### config.mk
export PLATFORM = sky130hd
export DESIGN_NAME = muldiv_unit_flat
export DESIGN_NICKNAME = d
export VERILOG_FILES = /design/src/rtl/rv_pkg.sv /design/src/rtl/muldiv_unit_if.sv /design/src/rtl/muldiv_decode.sv /design/src/rtl/muldiv_unit.sv /design/src/flat_wrapper.sv
export SDC_FILE = /design/constraint.sdc
export NUM_CORES = 1
export LEC_CHECK = 0
export ABC_AREA = 1
export CAP_MARGIN = 20
export CORE_UTILIZATION = 40
export CTS_BUF_LIST = sky130_fd_sc_hd__clkbuf_4 sky130_fd_sc_hd__clkbuf_8 sky130_fd_sc_hd__clkbuf_16
export CTS_CLUSTER_DIAMETER = 40
export DETAILED_ROUTE_END_ITERATION = 7
export SKIP_LAST_GASP = 1
export SLEW_MARGIN = 20
export SYNTH_ARGS = -nofsm -noshare
export SYNTH_HDL_FRONTEND = slang
export SYNTH_HIERARCHICAL = 1
export SYNTH_SLANG_ARGS = --single-unit
### constraint.sdc
create_clock -name clk -period 3.08 [get_ports clk]
set_input_delay 0.308 -clock clk [delete_from_list [all_inputs] [get_ports clk]]
set_output_delay 0.308 -clock clk [all_outputs]
set_load 0.005 [all_outputs]
### src/rtl/rv_pkg.sv
// Shared RV32/RV64 decode constants and the multiply/divide FSM state type.
// Imported by the M-extension unit, the ALU control and the hazard unit.
//   OPCODE_ARITHMETIC : major opcode of register-register ALU ops
//   FUNCT7_MULDIV     : funct7 selecting the M extension
//   F3_*              : funct3 encodings of the eight M ops
//   md_state_t        : muldiv_unit FSM states
package rv_pkg;

    localparam logic [6:0] OPCODE_ARITHMETIC = 7'b0110011;
    localparam logic [6:0] FUNCT7_MULDIV     = 7'b0000001;

    localparam logic [2:0] F3_MUL    = 3'b000;
    localparam logic [2:0] F3_MULH   = 3'b001;
    localparam logic [2:0] F3_MULHSU = 3'b010;
    localparam logic [2:0] F3_MULHU  = 3'b011;
    localparam logic [2:0] F3_DIV    = 3'b100;
    localparam logic [2:0] F3_DIVU   = 3'b101;
    localparam logic [2:0] F3_REM    = 3'b110;
    localparam logic [2:0] F3_REMU   = 3'b111;

    typedef enum logic [1:0] {
        IDLE = 2'd0,
        CALC = 2'd1,
        FIX  = 2'd2,
        DONE = 2'd3
    } md_state_t;

endpackage

### src/rtl/muldiv_unit_if.sv
// Request/response bundle between EX-stage control and muldiv_unit.
//   inst, rs1_data, rs2_data, in_valid, flush : request side (master drives)
//   in_ready                                  : unit can accept (unit drives)
//   result, illegal, out_valid                : response (unit drives)
//   out_ready                                 : consumer takes result (master drives)
interface muldiv_unit_if #(
    parameter int XLEN = 32
);
    logic [31:0]     inst;
    logic [XLEN-1:0] rs1_data;
    logic [XLEN-1:0] rs2_data;
    logic            in_valid;
    logic            in_ready;
    logic            flush;
    logic [XLEN-1:0] result;
    logic            illegal;
    logic            out_valid;
    logic            out_ready;

    modport master (
        output inst, rs1_data, rs2_data, in_valid, flush, out_ready,
        input  in_ready, result, illegal, out_valid
    );

    modport slave (
        input  inst, rs1_data, rs2_data, in_valid, flush, out_ready,
        output in_ready, result, illegal, out_valid
    );
endinterface

### src/rtl/muldiv_decode.sv
// Combinational decode of an instruction word for the M extension.
//   inst      : raw 32-bit instruction
//   is_m      : opcode/funct7 select an M op
//   is_div    : DIV/DIVU/REM/REMU
//   is_rem    : REM/REMU (remainder selected instead of quotient)
//   signed_a  : rs1 is treated as two's complement
//   signed_b  : rs2 is treated as two's complement
//   high_half : MULH/MULHSU/MULHU return the upper product half
module muldiv_decode
    import rv_pkg::*;
(
    input  logic [31:0] inst,
    output logic        is_m,
    output logic        is_div,
    output logic        is_rem,
    output logic        signed_a,
    output logic        signed_b,
    output logic        high_half
);
    logic [2:0] funct3;
    logic       unused_fields;

    assign funct3        = inst[14:12];
    // Register specifiers are irrelevant to the operation itself.
    assign unused_fields = ^{inst[24:15], inst[11:7]};

    always_comb begin
        is_m      = (inst[6:0] == OPCODE_ARITHMETIC) && (inst[31:25] == FUNCT7_MULDIV);
        is_div    = funct3[2];
        is_rem    = funct3[2] & funct3[1];
        signed_a  = 1'b0;
        signed_b  = 1'b0;
        high_half = 1'b0;
        case (funct3)
            F3_MULH: begin
                signed_a  = 1'b1;
                signed_b  = 1'b1;
                high_half = 1'b1;
            end
            F3_MULHSU: begin
                signed_a  = 1'b1;
                high_half = 1'b1;
            end
            F3_MULHU: high_half = 1'b1;
            F3_DIV, F3_REM: begin
                signed_a = 1'b1;
                signed_b = 1'b1;
            end
            default: ;
        endcase
    end
endmodule

### src/rtl/muldiv_unit.sv
// Iterative RV32M/RV64M multiply/divide unit for the EX stage.
// Shift-add multiply or restoring divide on operand magnitudes, one bit per
// cycle over XLEN cycles, followed by a sign-fix cycle.
//   clk, reset : clock, synchronous active-high reset
//   bus        : muldiv_unit_if slave (request, in_ready, flush, response)
module muldiv_unit
    import rv_pkg::*;
#(
    parameter int XLEN  = 32,
    parameter int CNT_W = $clog2(XLEN) + 1
) (
    input  logic          clk,
    input  logic          reset,
    muldiv_unit_if.slave  bus
);
    localparam logic [XLEN-1:0] MOST_NEG = {1'b1, {(XLEN-1){1'b0}}};

    function automatic logic [XLEN-1:0] neg_x(input logic neg, input logic [XLEN-1:0] v);
        return neg ? (~v + 1'b1) : v;
    endfunction

    function automatic logic [2*XLEN-1:0] neg_p(input logic neg, input logic [2*XLEN-1:0] v);
        return neg ? (~v + 1'b1) : v;
    endfunction

    md_state_t        state, state_nxt;
    logic [CNT_W-1:0] counter;
    logic [XLEN-1:0]  result_q;
    logic             illegal_q;

    // Working registers: hi = accumulator / partial remainder,
    // lo = multiplier being shifted out / quotient being shifted in.
    logic [XLEN-1:0]  hi, lo, opb;
    logic             op_div, op_rem, op_high, neg_res;

    logic dec_m, dec_div, dec_rem, dec_sa, dec_sb, dec_high;

    muldiv_decode u_decode (
        .inst      (bus.inst),
        .is_m      (dec_m),
        .is_div    (dec_div),
        .is_rem    (dec_rem),
        .signed_a  (dec_sa),
        .signed_b  (dec_sb),
        .high_half (dec_high)
    );

    logic            accept, sign_a, sign_b, div_zero, overflow, special;
    logic [XLEN-1:0] abs_a, abs_b, special_res;

    // Flush blocks a request presented in the same cycle.
    assign accept   = bus.in_valid && (state == IDLE) && !bus.flush;
    assign sign_a   = dec_sa & bus.rs1_data[XLEN-1];
    assign sign_b   = dec_sb & bus.rs2_data[XLEN-1];
    assign abs_a    = neg_x(sign_a, bus.rs1_data);
    assign abs_b    = neg_x(sign_b, bus.rs2_data);
    assign div_zero = dec_div && (bus.rs2_data == '0);
    assign overflow = dec_div && dec_sa && (bus.rs1_data == MOST_NEG) && (bus.rs2_data == '1);
    assign special  = !dec_m || div_zero || overflow;

    always_comb begin
        special_res = '0;
        if (!dec_m)
            special_res = '0;
        else if (div_zero)
            special_res = dec_rem ? bus.rs1_data : '1;
        else if (overflow)
            special_res = dec_rem ? '0 : bus.rs1_data;
    end

    // One iteration step of each algorithm.
    logic [XLEN:0]     mul_sum, div_shift, div_diff;
    logic [2*XLEN-1:0] prod_fix;
    logic [XLEN-1:0]   div_fix, fix_value;

    assign mul_sum   = {1'b0, hi} + (lo[0] ? {1'b0, opb} : '0);
    assign div_shift = {hi, lo[XLEN-1]};
    assign div_diff  = div_shift - {1'b0, opb};

    assign prod_fix  = neg_p(neg_res, {hi, lo});
    assign div_fix   = neg_x(neg_res, op_rem ? hi : lo);
    assign fix_value = op_div  ? div_fix :
                       op_high ? prod_fix[2*XLEN-1:XLEN] : prod_fix[XLEN-1:0];

    always_ff @(posedge clk) begin
        if (reset)
            state <= IDLE;
        else
            state <= state_nxt;
    end

    always_comb begin
        state_nxt = state;
        case (state)
            IDLE: if (accept) state_nxt = special ? DONE : CALC;
            CALC: begin
                if (bus.flush)
                    state_nxt = IDLE;
                else if (counter == CNT_W'(1))
                    state_nxt = FIX;
            end
            FIX:  state_nxt = bus.flush ? IDLE : DONE;
            DONE: if (bus.flush || bus.out_ready) state_nxt = IDLE;
            default: state_nxt = IDLE;
        endcase
    end

    always_ff @(posedge clk) begin
        if (reset) begin
            counter   <= '0;
            result_q  <= '0;
            illegal_q <= 1'b0;
        end else begin
            if (accept && !special)
                counter <= CNT_W'(XLEN);
            else if (state == CALC)
                counter <= counter - 1'b1;

            if (accept && special) begin
                result_q  <= special_res;
                illegal_q <= !dec_m;
            end else if ((state == FIX) && !bus.flush) begin
                result_q  <= fix_value;
                illegal_q <= 1'b0;
            end
        end
    end

    always_ff @(posedge clk) begin
        if (accept) begin
            hi      <= '0;
            lo      <= abs_a;
            opb     <= abs_b;
            op_div  <= dec_div;
            op_rem  <= dec_rem;
            op_high <= dec_high;
            // Remainder follows the dividend; product and quotient follow sign(A)^sign(B).
            neg_res <= dec_rem ? sign_a : (sign_a ^ sign_b);
        end else if (state == CALC) begin
            if (op_div) begin
                hi <= div_diff[XLEN] ? div_shift[XLEN-1:0] : div_diff[XLEN-1:0];
                lo <= {lo[XLEN-2:0], ~div_diff[XLEN]};
            end else begin
                hi <= mul_sum[XLEN:1];
                lo <= {mul_sum[0], lo[XLEN-1:1]};
            end
        end
    end

    assign bus.in_ready  = (state == IDLE);
    assign bus.out_valid = (state == DONE);
    assign bus.result    = result_q;
    assign bus.illegal   = illegal_q;

endmodule

### src/flat_wrapper.sv
// flat-port wrapper written by rule: the top's interface ports become plain ports
module muldiv_unit_flat import rv_pkg::*;
#(
    parameter int XLEN  = 32,
    parameter int CNT_W = $clog2(XLEN) + 1
)
  (clk, reset, bus_inst, bus_rs1_data, bus_rs2_data, bus_in_valid, bus_flush, bus_out_ready, bus_in_ready, bus_result, bus_illegal, bus_out_valid);
  muldiv_unit_if #(.XLEN(XLEN)) bus_i ();
  input  logic clk;
  input  logic reset;
  input wire logic [$bits(bus_i.inst)-1:0] bus_inst;
  input wire logic [$bits(bus_i.rs1_data)-1:0] bus_rs1_data;
  input wire logic [$bits(bus_i.rs2_data)-1:0] bus_rs2_data;
  input wire logic [$bits(bus_i.in_valid)-1:0] bus_in_valid;
  input wire logic [$bits(bus_i.flush)-1:0] bus_flush;
  input wire logic [$bits(bus_i.out_ready)-1:0] bus_out_ready;
  output wire logic [$bits(bus_i.in_ready)-1:0] bus_in_ready;
  output wire logic [$bits(bus_i.result)-1:0] bus_result;
  output wire logic [$bits(bus_i.illegal)-1:0] bus_illegal;
  output wire logic [$bits(bus_i.out_valid)-1:0] bus_out_valid;
  assign bus_i.inst = bus_inst;
  assign bus_i.rs1_data = bus_rs1_data;
  assign bus_i.rs2_data = bus_rs2_data;
  assign bus_i.in_valid = bus_in_valid;
  assign bus_i.flush = bus_flush;
  assign bus_i.out_ready = bus_out_ready;
  assign bus_in_ready = bus_i.in_ready;
  assign bus_result = bus_i.result;
  assign bus_illegal = bus_i.illegal;
  assign bus_out_valid = bus_i.out_valid;
  muldiv_unit #(.XLEN(XLEN), .CNT_W(CNT_W)) u_core (.clk(clk), .reset(reset), .bus(bus_i));
endmodule
==> impl_metrics.tcl <==
set metrics [dict create \
    fin_util 0.4776 \
    crit_top_cell "nand2_1" \
    antenna_found_initial 2 \
    layout.cells.non_filler 4059 \
    finClkSkew_ns 0.01959 \
    ys_types 51 \
    worst-r2r-setup-slack_ns 0.10 \
    cts.path.max_buffers 2 \
    rsz0062_at_grt "true" \
    crit_arrival_ns 3.40 \
    nets 3628 \
    tightest_slew_ns 0.9193 \
    ys_warn_count 6 \
    slew_headroom 0.3865 \
    rr_worst_depth 15 \
    grt_pass1_vias 20520 \
    status "finished clean" \
    synthToLayoutAreaGrowth_pct 17.40 \
    drive_gt1_frac 0.07124 \
    postSynthNetCount 3464 \
    powerDensity_mw_per_mm2 925.7 \
    die_w_um 214.3 \
    wl_per_cell_um 20.97 \
    crit_start "u_core/lo[0]$_DFFE_PP_" \
    core_area_mm2 0.04432 \
    cts_root_buf "clkbuf_16" \
    netlist_area_mm2 0.01803 \
    ys.flop_type "dfxtp_1" \
    cts_buffers 17 \
    hp-class "in -> reg" \
    timing.rr.end "u_core/bus.result[18]$_SDFFE_PP0P_" \
    vias_per_cell 5.540 \
    yosysTopAreaCell "nand2_1" \
    cts_tree "built" \
    cts_hold_buf 0 \
    layout_commonest_cell "nand2_1" \
    syn_area_per_cell_um2 5.480 \
    synth_edf_count 68 \
    h-tree-depth 4 \
    finalCriticalPeriod_ns 2.978 \
    fp.dieH_um 214.3 \
    drcViolationCount 0 \
    cp-endpoint "u_core/bus.result[18]$_SDFFE_PP0P_" \
    drt-total-wl_mm 85.10 \
    num_vias 22490 \
    track_usage 0.3661 \
    ant_nets 0 \
    max_freq_ghz 0.3358 \
    drv_cap 0 \
    n_antenna_cell 0 \
    yosys-top-cells-area "nand2_1, edfxtp_1, inv_1" \
    layout_common_cells "nand2_1, inv_1, nor2_1" \
    gr-total-overflow 0 \
    placedCellCount 4024 \
    finalPower_w 0.01960 \
    gp_congestion 1.048 \
    setup_viol 0 \
    grt_max_degree 101 \
    std_cell_rows 77 \
    async_flop_share 0 \
    vdd_drop_max_v 0.0004790 \
    seq_area_frac_synth 0.1943 \
    endpoint_kind "flop" \
    clk_pin_slew_ns 0.07 \
    clkLatencyLatePin_ns 0.49 \
    die_area_mm2 0.04593 \
    cts_sinks 141 \
    pin_count 136 \
    hold_slack_ns 0.4715 \
    synth_cells 3290 \
    slew_viol_final 0 \
    critPathMaxStageDelay_ns 0.47 \
    yosys.area.top_type_share 0.2286 \
    ys_ff_latch 141 \
    start_util 0.4068 \
    path_class "reg -> reg" \
    worstSetupStartpointType "flop" \
    r2r_start "u_core/lo[0]$_DFFE_PP_" \
    hold_viol_final 0 \
    crit_required_ns 3.50 \
    crit_chain "buf_4 -> inv_2 -> ha_1 -> nand2_1 -> nor2_2 -> nand2_1 -> nor2_2 -> nand2_1 -> nand2_1 -> nand2_1 -> nand2_1 -> nand3_1 -> nand2_1 -> nand3_1 -> a21oi_1" \
    finalCritPeriodShare 0.9668 \
    grt_pass1_wl_mm 126.1 \
    cp_slowest_cell "edfxtp_1" \
    cp_max_fo 4 \
    drtPass1Iterations 6 \
    dp_hpwl_mm 70.01 \
    port_buffers 120 \
    initialDrtViolationCount 2539 \
    p_leak_nw 10.73 \
]
## metal layers
metal | routed length [µm] | up-vias | part of all wire | global-route usage
met5 | 57 | - | 0.00067 | 0
met4 | 2691 | 4 | 0.032 | 0.1264
met3 | 10300 | 154 | 0.12 | 0.1135
met2 | 33450 | 1172 | 0.39 | 0.5093
met1 | 38610 | 10320 | 0.45 | 0.5257
li1 | - | 10840 | - | -
## how the worst min path moves through the flow
| stage | cells after the start | slack [ns] | end | startpoint |
|---|---|---|---|---|
| global route | 1 | 0.48 | u_core/opb[0]$_DFFE_PP_ | bus_rs2_data[0] |
| CTS | 1 | 0.44 | u_core/opb[0]$_DFFE_PP_ | bus_rs2_data[0] |
| floorplan | 1 | 0.38 | u_core/bus.illegal$_SDFFE_PP0P_ | reset |
| global placement | 2 | 0.49 | u_core/counter[0]$_SDFFE_PP0P_ | u_core/counter[0]$_SDFFE_PP0P_ |
| detailed placement | 2 | 0.50 | u_core/bus.illegal$_SDFFE_PP0P_ | u_core/bus.illegal$_SDFFE_PP0P_ |
| finish | 1 | 0.47 | u_core/opb[0]$_DFFE_PP_ | bus_rs2_data[0] |
## report_power, final
part / switching, W / internal [W]
logic: 0.00925 / 0.00439
registers: 0.000986 / 0.00280
clock network: 0.000969 / 0.00120
total: 0.0112 / 0.00839
## flip-flops by register name, summed over array words and instances, names as in the netlist
signal	cells
u_core/neg_res	1
u_core/counter	6
u_core/op_rem	1
u_core/bus.illegal	1
u_core/hi	32
u_core/op_div	1
u_core/bus.result	32
u_core/lo	32
u_core/op_high	1
u_core/opb	32
u_core/state	2
## critical path, delay by kind of cell (launching register included)
family / cells / cell delay, ns
fa+ha+maj: 1 / 0.18
simple gates: 11 / 1.81
flops: 1 / 0.47
compound gates: 1 / 0.19
buf+inv: 2 / 0.25
## layout make-up
| type | count | area [µm²] |
|---|---|---|
| inverter | 478 | 1794 |
| tap | 592 | 740.7 |
| multi-input combinational | 2567 | 12260 |
| clock inverter | 11 | 107.6 |
| sequential | 141 | 3503 |
| clock buffer | 21 | 479.2 |
| fill | 4892 | 23150 |
| timing repair buffer | 249 | 2286 |
## what timing repair did
| item | 4_1_cts | 5_1_grt |
|---|---|---|
| buffers inserted | 0 | 3 |
| setup endpoints to repair | 0 | 21 |
| resized for setup | 0 | 6 |
## logic make-up (layout without fill, tap and decap cells)
family                   Yosys count  count (layout)  synth area share
AO/OA/AOI/OAI                    499             499            0.1461
XOR/XNOR                          71              71           0.03449
adder cells (fa/ha/maj)           73              73           0.05149
buffers and inverters            582             759            0.1277
flip-flops                       141             141            0.1943
AND/OR/NAND/NOR                 1924            1924            0.4459
## cell usage after synthesis (8+ instances only)
master,n
dfxtp_1,73
nor2_2,17
clkbuf_1,53
nor4_1,8
nand3_1,294
edfxtp_1,68
nand4_1,41
buf_1,16
nand2_1,1098
xor2_1,66
ha_1,71
o21ai_0,236
or2_2,11
inv_2,10
nand3b_1,16
a21oi_2,11
nand2_2,13
inv_1,465
nor3_1,31
buf_6,9
buf_2,19
nor2_1,377
a21oi_1,182
o21ai_1,32
## per-stage QoR
step / setup WS, ns / setup TNS (ns) / instance area, µm²
floorplan: 0.5217 / 0 / 18030
global placement: 0.1909 / 0 / 20530
detailed placement: 0.1377 / 0 / 20530
CTS: 0.1353 / 0 / 21120
global route: -0.008032 / -0.008032 / 21170
finish: 0.1022 / 0 / 21170
Power figures use the tool's default switching activity.
